==> src/rtl/parity_pkg.sv <==
// ---------------------------------------------------------------------------
// parity_pkg
// Shared definitions for the parity framing blocks (receiver now, transmitter
// later):
//   rx_state_t  - receiver frame state (IDLE, DATA, PARITY, STOP)
//   DATA_W_DEF  - default number of data bits per frame
//   DATA_W_MAX  - widest data word the parity helper accepts
//   parity_of() - parity bit that a transmitter would append to 'data'
// ---------------------------------------------------------------------------
package parity_pkg;

  typedef enum logic [1:0] {
    IDLE   = 2'd0,
    DATA   = 2'd1,
    PARITY = 2'd2,
    STOP   = 2'd3
  } rx_state_t;

  localparam int DATA_W_DEF = 8;
  localparam int DATA_W_MAX = 16;

  // Parity bit to send with 'data' so that data plus parity bit has an even
  // (odd = 0) or odd (odd = 1) number of ones. Narrower words are passed
  // zero-extended, which leaves the result unchanged.
  function automatic logic parity_of(input logic [DATA_W_MAX-1:0] data,
                                     input logic                  odd);
    return (^data) ^ odd;
  endfunction

endpackage

==> src/rtl/parity_calc.sv <==
// ---------------------------------------------------------------------------
// parity_calc
// Combinational parity generator: XOR-reduce of a data word with even/odd
// select. Gives the parity bit a transmitter would send for 'data'; the
// receiver compares it against the received parity bit.
// Parameters:
//   W          - data width (1..DATA_W_MAX)
//   ODD_PARITY - 0 = even parity, 1 = odd parity
// Ports:
//   data  in  [W-1:0]  word to protect
//   par   out 1        expected parity bit for 'data'
// ---------------------------------------------------------------------------
module parity_calc
  import parity_pkg::*;
#(
  parameter int W          = DATA_W_DEF,
  parameter int ODD_PARITY = 0
) (
  input  logic [W-1:0] data,
  output logic         par
);

  logic [DATA_W_MAX-1:0] data_ext;

  always_comb begin
    data_ext          = '0;
    data_ext[W-1:0]   = data;
  end

  assign par = parity_of(data_ext, ODD_PARITY != 0);

endmodule

==> src/rtl/parity_frame_rx.sv <==
// ---------------------------------------------------------------------------
// parity_frame_rx
// Serial frame receiver with parity check. Frame format on ser_in:
//   start bit 0, DATA_W data bits LSB first, parity bit, stop bit 1.
// Bits are sampled only on cycles where bit_en is high (bit_en comes from the
// upstream bit-timing block; it may be held high for one bit per clock).
// A new start bit is accepted on the very next bit_en after a stop bit.
//
// Parameters:
//   DATA_W     - data bits per frame (2..16)
//   ODD_PARITY - 0 = even parity, 1 = odd parity
// Ports:
//   clk       in   system clock, rising edge
//   rst_n     in   asynchronous active-low reset (aborts a frame in flight)
//   bit_en    in   sample strobe for ser_in
//   ser_in    in   serial line, idles at 1
//   data_out  out  [DATA_W-1:0] last received word
//   valid     out  data_out/pe/fe were just updated
//   pe        out  parity error of the last frame
//   fe        out  framing error of the last frame (stop bit sampled 0)
//   busy      out  a frame is in progress
//   data_ack  in   (PARITY_RX_HOLD_EN only) consumer has taken the word
//   ovr       out  (PARITY_RX_HOLD_EN only) one-cycle pulse: frame dropped
//
// Build option PARITY_RX_HOLD_EN: valid becomes a level held until data_ack;
// frames completing while valid is still high are dropped and flagged on ovr.
// Without it, valid is a single-cycle pulse and each frame overwrites the
// outputs.
// ---------------------------------------------------------------------------
module parity_frame_rx
  import parity_pkg::*;
#(
  parameter int DATA_W     = DATA_W_DEF,
  parameter int ODD_PARITY = 0
) (
  input  logic              clk,
  input  logic              rst_n,
  input  logic              bit_en,
  input  logic              ser_in,
  output logic [DATA_W-1:0] data_out,
  output logic              valid,
  output logic              pe,
  output logic              fe,
`ifdef PARITY_RX_HOLD_EN
  input  logic              data_ack,
  output logic              ovr,
`endif
  output logic              busy
);

  localparam int              CNT_W    = $clog2(DATA_W + 1);
  localparam logic [CNT_W-1:0] LAST_BIT = CNT_W'(DATA_W - 1);

  rx_state_t         state;
  logic [CNT_W-1:0]  bit_cnt;
  logic [DATA_W-1:0] shift_reg;
  logic              par_bit;
  logic              exp_par;
  logic              pe_calc;

  // Expected parity of the word currently in the shift register. It is
  // complete once the state machine reaches STOP.
  parity_calc #(
    .W          (DATA_W),
    .ODD_PARITY (ODD_PARITY)
  ) u_parity_calc (
    .data (shift_reg),
    .par  (exp_par)
  );

  assign pe_calc = exp_par ^ par_bit;
  assign busy    = (state != IDLE);

  always_ff @(posedge clk or negedge rst_n) begin
    if (!rst_n) begin
      state     <= IDLE;
      bit_cnt   <= '0;
      shift_reg <= '0;
      par_bit   <= 1'b0;
      data_out  <= '0;
      valid     <= 1'b0;
      pe        <= 1'b0;
      fe        <= 1'b0;
`ifdef PARITY_RX_HOLD_EN
      ovr       <= 1'b0;
`endif
    end else begin
`ifdef PARITY_RX_HOLD_EN
      ovr <= 1'b0;
      if (valid && data_ack) begin
        valid <= 1'b0;
      end
`else
      valid <= 1'b0;
`endif
      if (bit_en) begin
        case (state)
          IDLE: begin
            if (!ser_in) begin
              state   <= DATA;
              bit_cnt <= '0;
            end
          end
          DATA: begin
            // LSB arrives first, so shift in at the MSB end.
            shift_reg <= {ser_in, shift_reg[DATA_W-1:1]};
            bit_cnt   <= bit_cnt + 1'b1;
            if (bit_cnt == LAST_BIT) begin
              state <= PARITY;
            end
          end
          PARITY: begin
            par_bit <= ser_in;
            state   <= STOP;
          end
          STOP: begin
            state <= IDLE;
`ifdef PARITY_RX_HOLD_EN
            // Unacknowledged word still on the outputs: keep it, drop this one.
            if (valid) begin
              ovr <= 1'b1;
            end else begin
              data_out <= shift_reg;
              pe       <= pe_calc;
              fe       <= ~ser_in;
              valid    <= 1'b1;
            end
`else
            data_out <= shift_reg;
            pe       <= pe_calc;
            fe       <= ~ser_in;
            valid    <= 1'b1;
`endif
          end
          default: state <= IDLE;
        endcase
      end
    end
  end

endmodule

==> config.mk <==
export PLATFORM = sky130hd
export DESIGN_NAME = parity_frame_rx
export DESIGN_NICKNAME = d
export VERILOG_FILES = /design/src/rtl/parity_pkg.sv /design/src/rtl/parity_calc.sv /design/src/rtl/parity_frame_rx.sv
export SDC_FILE = /design/constraint.sdc
export NUM_CORES = 1
export LEC_CHECK = 0
export CORE_MARGIN = 2
export CORE_UTILIZATION = 45
export DETAILED_ROUTE_END_ITERATION = 7
export PLACE_DENSITY_LB_ADDON = 0.05
export SYNTH_ARGS = -nofsm -noshare
export SYNTH_HDL_FRONTEND = slang
export SYNTH_SLANG_ARGS = --single-unit
==> constraint.sdc <==
create_clock -name clk -period 4.5 [get_ports clk]
set_input_delay 1.35 -clock clk [delete_from_list [all_inputs] [get_ports clk]]
set_output_delay 1.35 -clock clk [all_outputs]
set_load 0.01 [all_outputs]
Word-level counts from Yosys, hierarchy flattened --
Index checks and enable logic that the tools add are counted.
Operators by class: $add $sub $neg 1, equal/unequal tests 6, muxes and demuxes 7, bitwise logic cells 2, reductions and logical operators 9
Operator list (number):
- $reduce_xor 16->1 | 1
- $pmux 2 s4 | 1
- $pmux 4 s2 | 1
- $reduce_and 2->1 | 3
- $reduce_and 3->1 | 2
- $add 4x1->4 const B | 1
- $eq 2x2->1 const B | 2
- $eq 4x3->1 const B | 1
- $mux 2 | 2
- $mux 4 | 1
- $ne 2x2->1 const B | 2
- $reduce_bool 2->1 | 2
- $eq 2x1->1 const B | 1
- $logic_not 2->1 | 1
- $mux 1 | 2
- $not 1->1 | 1
- $xor 1x1->1 | 1
Word-level totals: bits in registers 26, input bits 4, word-level logic and storage cells 33

Logic depth before layout (Yosys ltp) --
Gate-level depths: netlist (run 1).
depth in word-level cells 3, mapped depth 6

Cells and area by module --
A second synthesis (run 1) with hierarchy kept.
Second synthesis, totals: cells, all modules 92, area, all modules 1207.4 µm²
By module, submodules not included:
- parity_frame_rx | times used 1, cells an instance 85, area each 1146.1 µm², sequential area each 650.6 µm²
- parity_calc | times used 1, cells an instance 7, area each 61.3 µm², sequential area each 0.0 µm²

Worst setup path before layout (run 1) --
No wires, ideal clock.
kind input port to flip-flop, from input port bit_en, to register data_out[0], arrival 1996 ps, data required time 4375 ps, path slack 2379 ps, stages 3, path buffers 1, cell sequence nand2_1 -> buf_2 -> mux2_2
On the way: cells in the longest elaborated chain, start to end 1
Ends and longest elaborated chain:
- from (decl) | line parity_frame_rx.sv:38 | input logic bit_en,
- $reduce_and 2->1 (no line)
- to (signal assigned) | line parity_frame_rx.sv:129 | data_out <= shift_reg;
- to (decl) | line parity_frame_rx.sv:40 | output logic [DATA_W-1:0] data_out,
No other way between the ends. A chain may end at the register's enable or synchronous reset.

Worst setup path in the final report (run 1) --
from register state[0], to output port busy
On the way: cells in the longest elaborated chain, start to end 1
Ends and longest elaborated chain:
- from (decl) | line parity_frame_rx.sv:54 | rx_state_t state;
- from (signal assigned) | line parity_frame_rx.sv:76 | state <= IDLE;
- from (signal assigned) | line parity_frame_rx.sv:100 | state <= DATA;
- from (signal assigned) | line parity_frame_rx.sv:109 | state <= PARITY;
- $reduce_bool 2->1 | line parity_frame_rx.sv:72 | assign busy = (state != IDLE);
- to (decl) | line parity_frame_rx.sv:48 | output logic busy
No other way between the ends.

==> results of run 1 <==
## metal layers
metal	vias to the layer above	wire length [µm]	GRT usage (%)
li1	343	-	-
met1	339	940	20.2
met2	11	940	27.2
met3	4	56	2.46
met4	0	51	11.3
met5	-	0	0
## area by class of cell
type / count / share of cell area [%]
Clock buffer: 4 / 2.62
Sequential cell: 26 / 46.9
Timing Repair Buffer: 16 / 11.4
Multi-Input combinational cell: 57 / 34.7
Inverter: 6 / 1.62
Tap cell: 30 / 2.71
## critical path, delay by kind of cell, from the launching register on
kind	cells	cell delay, ns
fa+ha+maj	1	0.26
buf+inv	3	0.68
flops	1	0.42
## power by group through the flow
stage / sequential (W) / combinational [W] / clock, W
finish: 0.000428 / 0.000496 / 0.000117
global placement: 0.000430 / 0.000489 / 0
global route: 0.000445 / 0.000555 / 0.000134
CTS: 0.000430 / 0.000505 / 0.000123
detailed placement: 0.000435 / 0.000503 / 0
floorplan: 0.000435 / 0.000328 / 0
## final timing paths
kind                               start            to  slack, ns
worst min register to register        pe            pe       0.51
max in group asynchronous          rst_n  shift_reg[7]       2.87
worst max register to register  state[0]      state[0]       2.79
min in group asynchronous          rst_n    bit_cnt[0]       1.38
worst min-delay path                  pe            pe       0.51
worst max-delay path            state[0]          busy       1.48
## synth_stat cells
| cell | number | area (µm²) |
|---|---|---|
| a22o_1 | 2 | 17.5 |
| a21boi_2 | 1 | 11.3 |
| xnor2_1 | 4 | 35.0 |
| buf_2 | 2 | 10.0 |
| inv_1 | 6 | 22.5 |
| ha_1 | 5 | 62.6 |
| xnor3_1 | 1 | 22.5 |
| o21ai_0 | 6 | 30.0 |
| and3_1 | 1 | 6.26 |
| mux2_2 | 17 | 191 |
| nand2_1 | 9 | 33.8 |
| dfrtp_1 | 26 | 651 |
| a21boi_0 | 1 | 7.51 |
| o21ai_1 | 1 | 5.00 |
| nand3b_1 | 1 | 7.51 |
| a31oi_1 | 1 | 6.26 |
| a32o_1 | 1 | 10.0 |
| xor2_1 | 2 | 17.5 |
| nor2_1 | 2 | 7.51 |
| nand3_1 | 2 | 10.0 |
## cells by family after synthesis
family	count (synthesis)
buffers and inverters	8
adders and majority gates	5
muxes	17
xor gates and xnor gates	7
DFF	26
and+or+nand+nor	15
AOI/OAI and AO/OA	13
## stage by stage
step                hold WS [ns]  util [%]  cells  worst slack [ns]
floorplan                  0.478         -     91              2.38
global placement           0.466      55.0    135              1.66
detailed placement         0.480      55.0    135              1.61
CTS                        0.512      56.5    139              1.46
global route               0.528      56.5    139              1.38
finish                     0.507      56.5    139              1.48
==> results.json, run 1 <==
{
  "numCtsBuffers": 3,
  "timing.final.crit_share_pct": 67.0,
  "path_clk_slew_ns": 0.14,
  "io_buffer_count": 15,
  "dr.pass1.iters": 4,
  "cap_violations": 0,
  "track_usage_pct": 16.7,
  "htree_num_levels": 1,
  "vias": 697,
  "slowest_stage": "clkdlybuf4s50_1",
  "drtIter0Drc": 2,
  "place_congestion": 0.715,
  "ys_seq_elements": 26,
  "synth_top_family_by_area": "multiplexers",
  "relSlewSlack_pct": 65.6,
  "p_sw_w": 0.000350,
  "n_antenna_cell": 0,
  "p_per_area_nw_per_um2": 751,
  "worstHoldPathType": "register to register",
  "detail_route.wl_per_cell_um": 14.3,
  "yosysSeqAreaShare_pct": 55.9,
  "grt_max_degree": 27,
  "pwr-share-seq_pct": 41.1,
  "globalRouteOverflowTotal": 0,
  "synth.mux.area_fraction_pct": 16.4,
  "wirelength_mm": 1.99,
  "layout_common_cells": "dfrtp_1 (26), mux2_2 (17), clkdlybuf4s50_1 (15)",
  "cts_tree": "yes",
  "die_h_um": 54.9,
  "worst_r2r_path_depth": 6,
  "rsz0062_at_grt": "false",
  "p_clk_share_pct": 11.2,
  "hpwlAfterDp_mm": 1.40,
  "power.leakage_nw": 0.643,
  "final_common_cell": "dfrtp_1",
  "synth-simple-area-share_pct": 5.59,
  "power_frac_comb_pct": 47.7,
  "synthAdderAreaFrac_pct": 5.37,
  "skew_ns": 0.00606,
  "grt_antenna_before_repair": 0,
  "ir_worst_vdd_mv": 0.384,
  "min_path_cells": 2,
  "fmax_mhz": 331,
  "start_util_pct": 47.5,
  "fin_tns_setup_ns": 0,
  "synth_xor_area_share_pct": 6.44,
  "fill_cells": 210,
  "die_w_um": 54.9,
  "critical_path_class": "register to primary output",
  "grt_pass1_vias": 744,
  "swShare_pct": 33.6,
  "row_count": 18,
  "via_per_inst": 5.01,
  "critPathLaunchType": "register",
  "setup.worst_path.end_class": "primary output",
  "seq_area_um2": 651,
  "multi_input_area_um2": 482,
  "power_w": 0.00104,
  "tightest_slew_ns": 0.511,
  "cts-root-buf": "clkbuf_4",
  "area.growth.synth_to_final_pct": 19.0,
  "die_area_um2": 3010,
  "drive_gt1_share_pct": 21.1,
  "internal_power_w": 0.000691,
  "post_cts_buffers": 0,
  "post_dp_cell_area_um2": 1350,
  "worstPathCellList": "inv_1, ha_1, inv_1, clkdlybuf4s50_1",
  "slew_violations": 0,
  "min_period_ns": 3.02,
  "path_common_cell": "inv_1",
  "synth_nets": 100,
  "critPathMaxStageDelay_ns": 0.53,
  "syn_inst": 91,
  "path_max_fanout": 4,
  "design_area_um2": 1390,
  "finalHoldViolations": 0,
  "core_um2": 2450,
  "synth_area_per_cell_um2": 12.8,
  "ys_warn_count": 0,
  "synth_compound_area_share_pct": 7.52,
  "postCtsHoldBufs": 0,
  "syn_area_um2": 1160,
  "yosysUniqueCellTypes": 20,
  "clk_latency_ns": 0.32,
  "ctsResizeCount": 0,
  "worstPathRequired_ns": 3.15,
  "antenna_left": 0,
  "io_pins": 16,
  "final_nets": 119,
  "setup_violations": 0,
  "clockBufferDepth": 2,
  "numClockSinks": 26,
  "status": "finished clean",
  "drc": 0,
  "grt_pass1_wl_mm": 3.36,
  "arrival_ns": 1.67
}
Note: power is estimated with default switching activity, not from simulation.
==> inputs of run 2 (changes only) <==
- clock period: 4.5 -> 2.94 ns (I/O delays scaled with it)
==> results.json, run 2 (synthesized netlist as in run 1, its figures left out) <==
{
  "status": "finished clean",
  "power.leakage_nw": 0.635,
  "die_w_um": 54.9,
  "htree_num_levels": 1,
  "drtIter0Drc": 0,
  "setup.worst_path.end_class": "primary output",
  "globalRouteOverflowTotal": 0,
  "track_usage_pct": 16.1,
  "slew_violations": 0,
  "hpwlAfterDp_mm": 1.36,
  "postCtsHoldBufs": 0,
  "grt_pass1_vias": 738,
  "grt_antenna_before_repair": 0,
  "cts-root-buf": "clkbuf_4",
  "grt_pass1_wl_mm": 3.32,
  "worstPathRequired_ns": 2.06,
  "io_pins": 16,
  "timing.final.crit_share_pct": 86.4,
  "finalHoldViolations": 0,
  "rsz0062_at_grt": "false",
  "dr.pass1.iters": 1,
  "clk_latency_ns": 0.31,
  "grt_max_degree": 27,
  "io_buffer_count": 15,
  "numClockSinks": 26,
  "worst_r2r_path_depth": 6,
  "row_count": 18,
  "drive_gt1_share_pct": 20.4,
  "drc": 0,
  "layout_common_cells": "dfrtp_1 (26), mux2_2 (17), clkdlybuf4s50_1 (15)",
  "dp.cells": 135,
  "wirelength_mm": 1.89,
  "numCtsBuffers": 3,
  "arrival_ns": 1.66,
  "final_nets": 119,
  "p_sw_w": 0.000529,
  "min_period_ns": 2.54,
  "path_clk_slew_ns": 0.13,
  "seq_area_um2": 651,
  "skew_ns": 0.00190,
  "final_common_cell": "dfrtp_1",
  "core_um2": 2450,
  "cap_violations": 0,
  "path_max_fanout": 4,
  "r2r-start": "state[0]",
  "antenna_left": 0,
  "via_per_inst": 5.07,
  "vias": 700,
  "n_antenna_cell": 0,
  "fin_tns_setup_ns": 0,
  "p_per_area_nw_per_um2": 1140,
  "ir_worst_vdd_mv": 0.553,
  "relSlewSlack_pct": 67.0,
  "place_congestion": 0.715,
  "die_h_um": 54.9,
  "post_cts_buffers": 0,
  "internal_power_w": 0.00103,
  "setup_violations": 0,
  "tightest_slew_ns": 0.490,
  "clockBufferDepth": 2,
  "rrSetupSlack_ns": 1.26,
  "crit_start": "state[0]",
  "swShare_pct": 33.9,
  "r2r_end": "state[0]",
  "critPathLaunchType": "register",
  "area.growth.synth_to_final_pct": 17.8,
  "start_util_pct": 47.5,
  "pwr-share-seq_pct": 41.9,
  "fill_cells": 216,
  "worstHoldPathType": "register to register",
  "detail_route.wl_per_cell_um": 13.7,
  "ctsResizeCount": 0,
  "cp-endpoint": "busy",
  "fmax_mhz": 394,
  "critical_path_class": "register to primary output",
  "p_clk_share_pct": 9.4,
  "final_cells": 138,
  "power_frac_comb_pct": 48.7,
  "multi_input_area_um2": 482,
  "die_area_um2": 3010,
  "cts_tree": "yes"
}
-- run 2: cell count changes in the layout (fill, tap and decap cells not counted) --
cell and change:
clkbuf_8 -1
-- run 2: final cells by class --
cell class              count  area share, %
inverters                   6           1.64
clock buffers               3           1.64
multi-input cells          57           35.1
well taps                  30           2.73
repair buffers             16           11.5
flip-flops and latches     26           47.4
-- run 2: worst min-delay path by stage --
stage                           start          end  slack (ns)  depth (start not counted)
final                              fe           fe        0.50                          2
after global routing      data_out[4]  data_out[4]        0.55                          1
after CTS                          fe           fe        0.51                          2
after detailed placement           fe           fe        0.48                          2
after global placement             fe           fe        0.47                          2
after floorplan            bit_cnt[0]   bit_cnt[0]        0.48                          1
-- run 2: worst max-delay path: stages (launching register included) --
cell and delay [ns]:
dfrtp_1 0.42, inv_1 0.08, ha_1 0.25, inv_1 0.07, clkdlybuf4s50_1 0.53
-- run 2: power groups by stage --
stage	logic, W	clock network [W]	registers [W]
6_report	0.000759	0.000147	0.000653
5_1_grt	0.000844	0.000171	0.000682
4_1_cts	0.000775	0.000156	0.000656
3_5_place_dp	0.000772	0	0.000665
3_3_place_gp	0.000749	0	0.000658
2_1_floorplan	0.000502	0	0.000666
-- run 2: through the flow --
stage | hold WS (ns) | total power [W] | worst slack [ns] | area [µm²] | util (%)
after floorplan | 0.478 | 0.00117 | 1.29 | 1160 | -
after global placement | 0.466 | 0.00141 | 0.564 | 1350 | 55.0
after detailed placement | 0.478 | 0.00144 | 0.523 | 1350 | 55.0
after CTS | 0.509 | 0.00159 | 0.372 | 1370 | 55.9
after global routing | 0.549 | 0.00170 | 0.306 | 1370 | 55.9
final | 0.501 | 0.00156 | 0.401 | 1370 | 55.9
-- run 2: routing by layer --
metal / vias up / share of wire (%) / wire length [µm] / global-route usage, %
met1: 344 / 48 / 900 / 21.3
met4: 0 / 2.1 / 39 / 8.75
met3: 4 / 3.2 / 60 / 2.46
met5: - / 0 / 0 / 0
met2: 11 / 47 / 888 / 25.2
li1: 341 / - / - / -
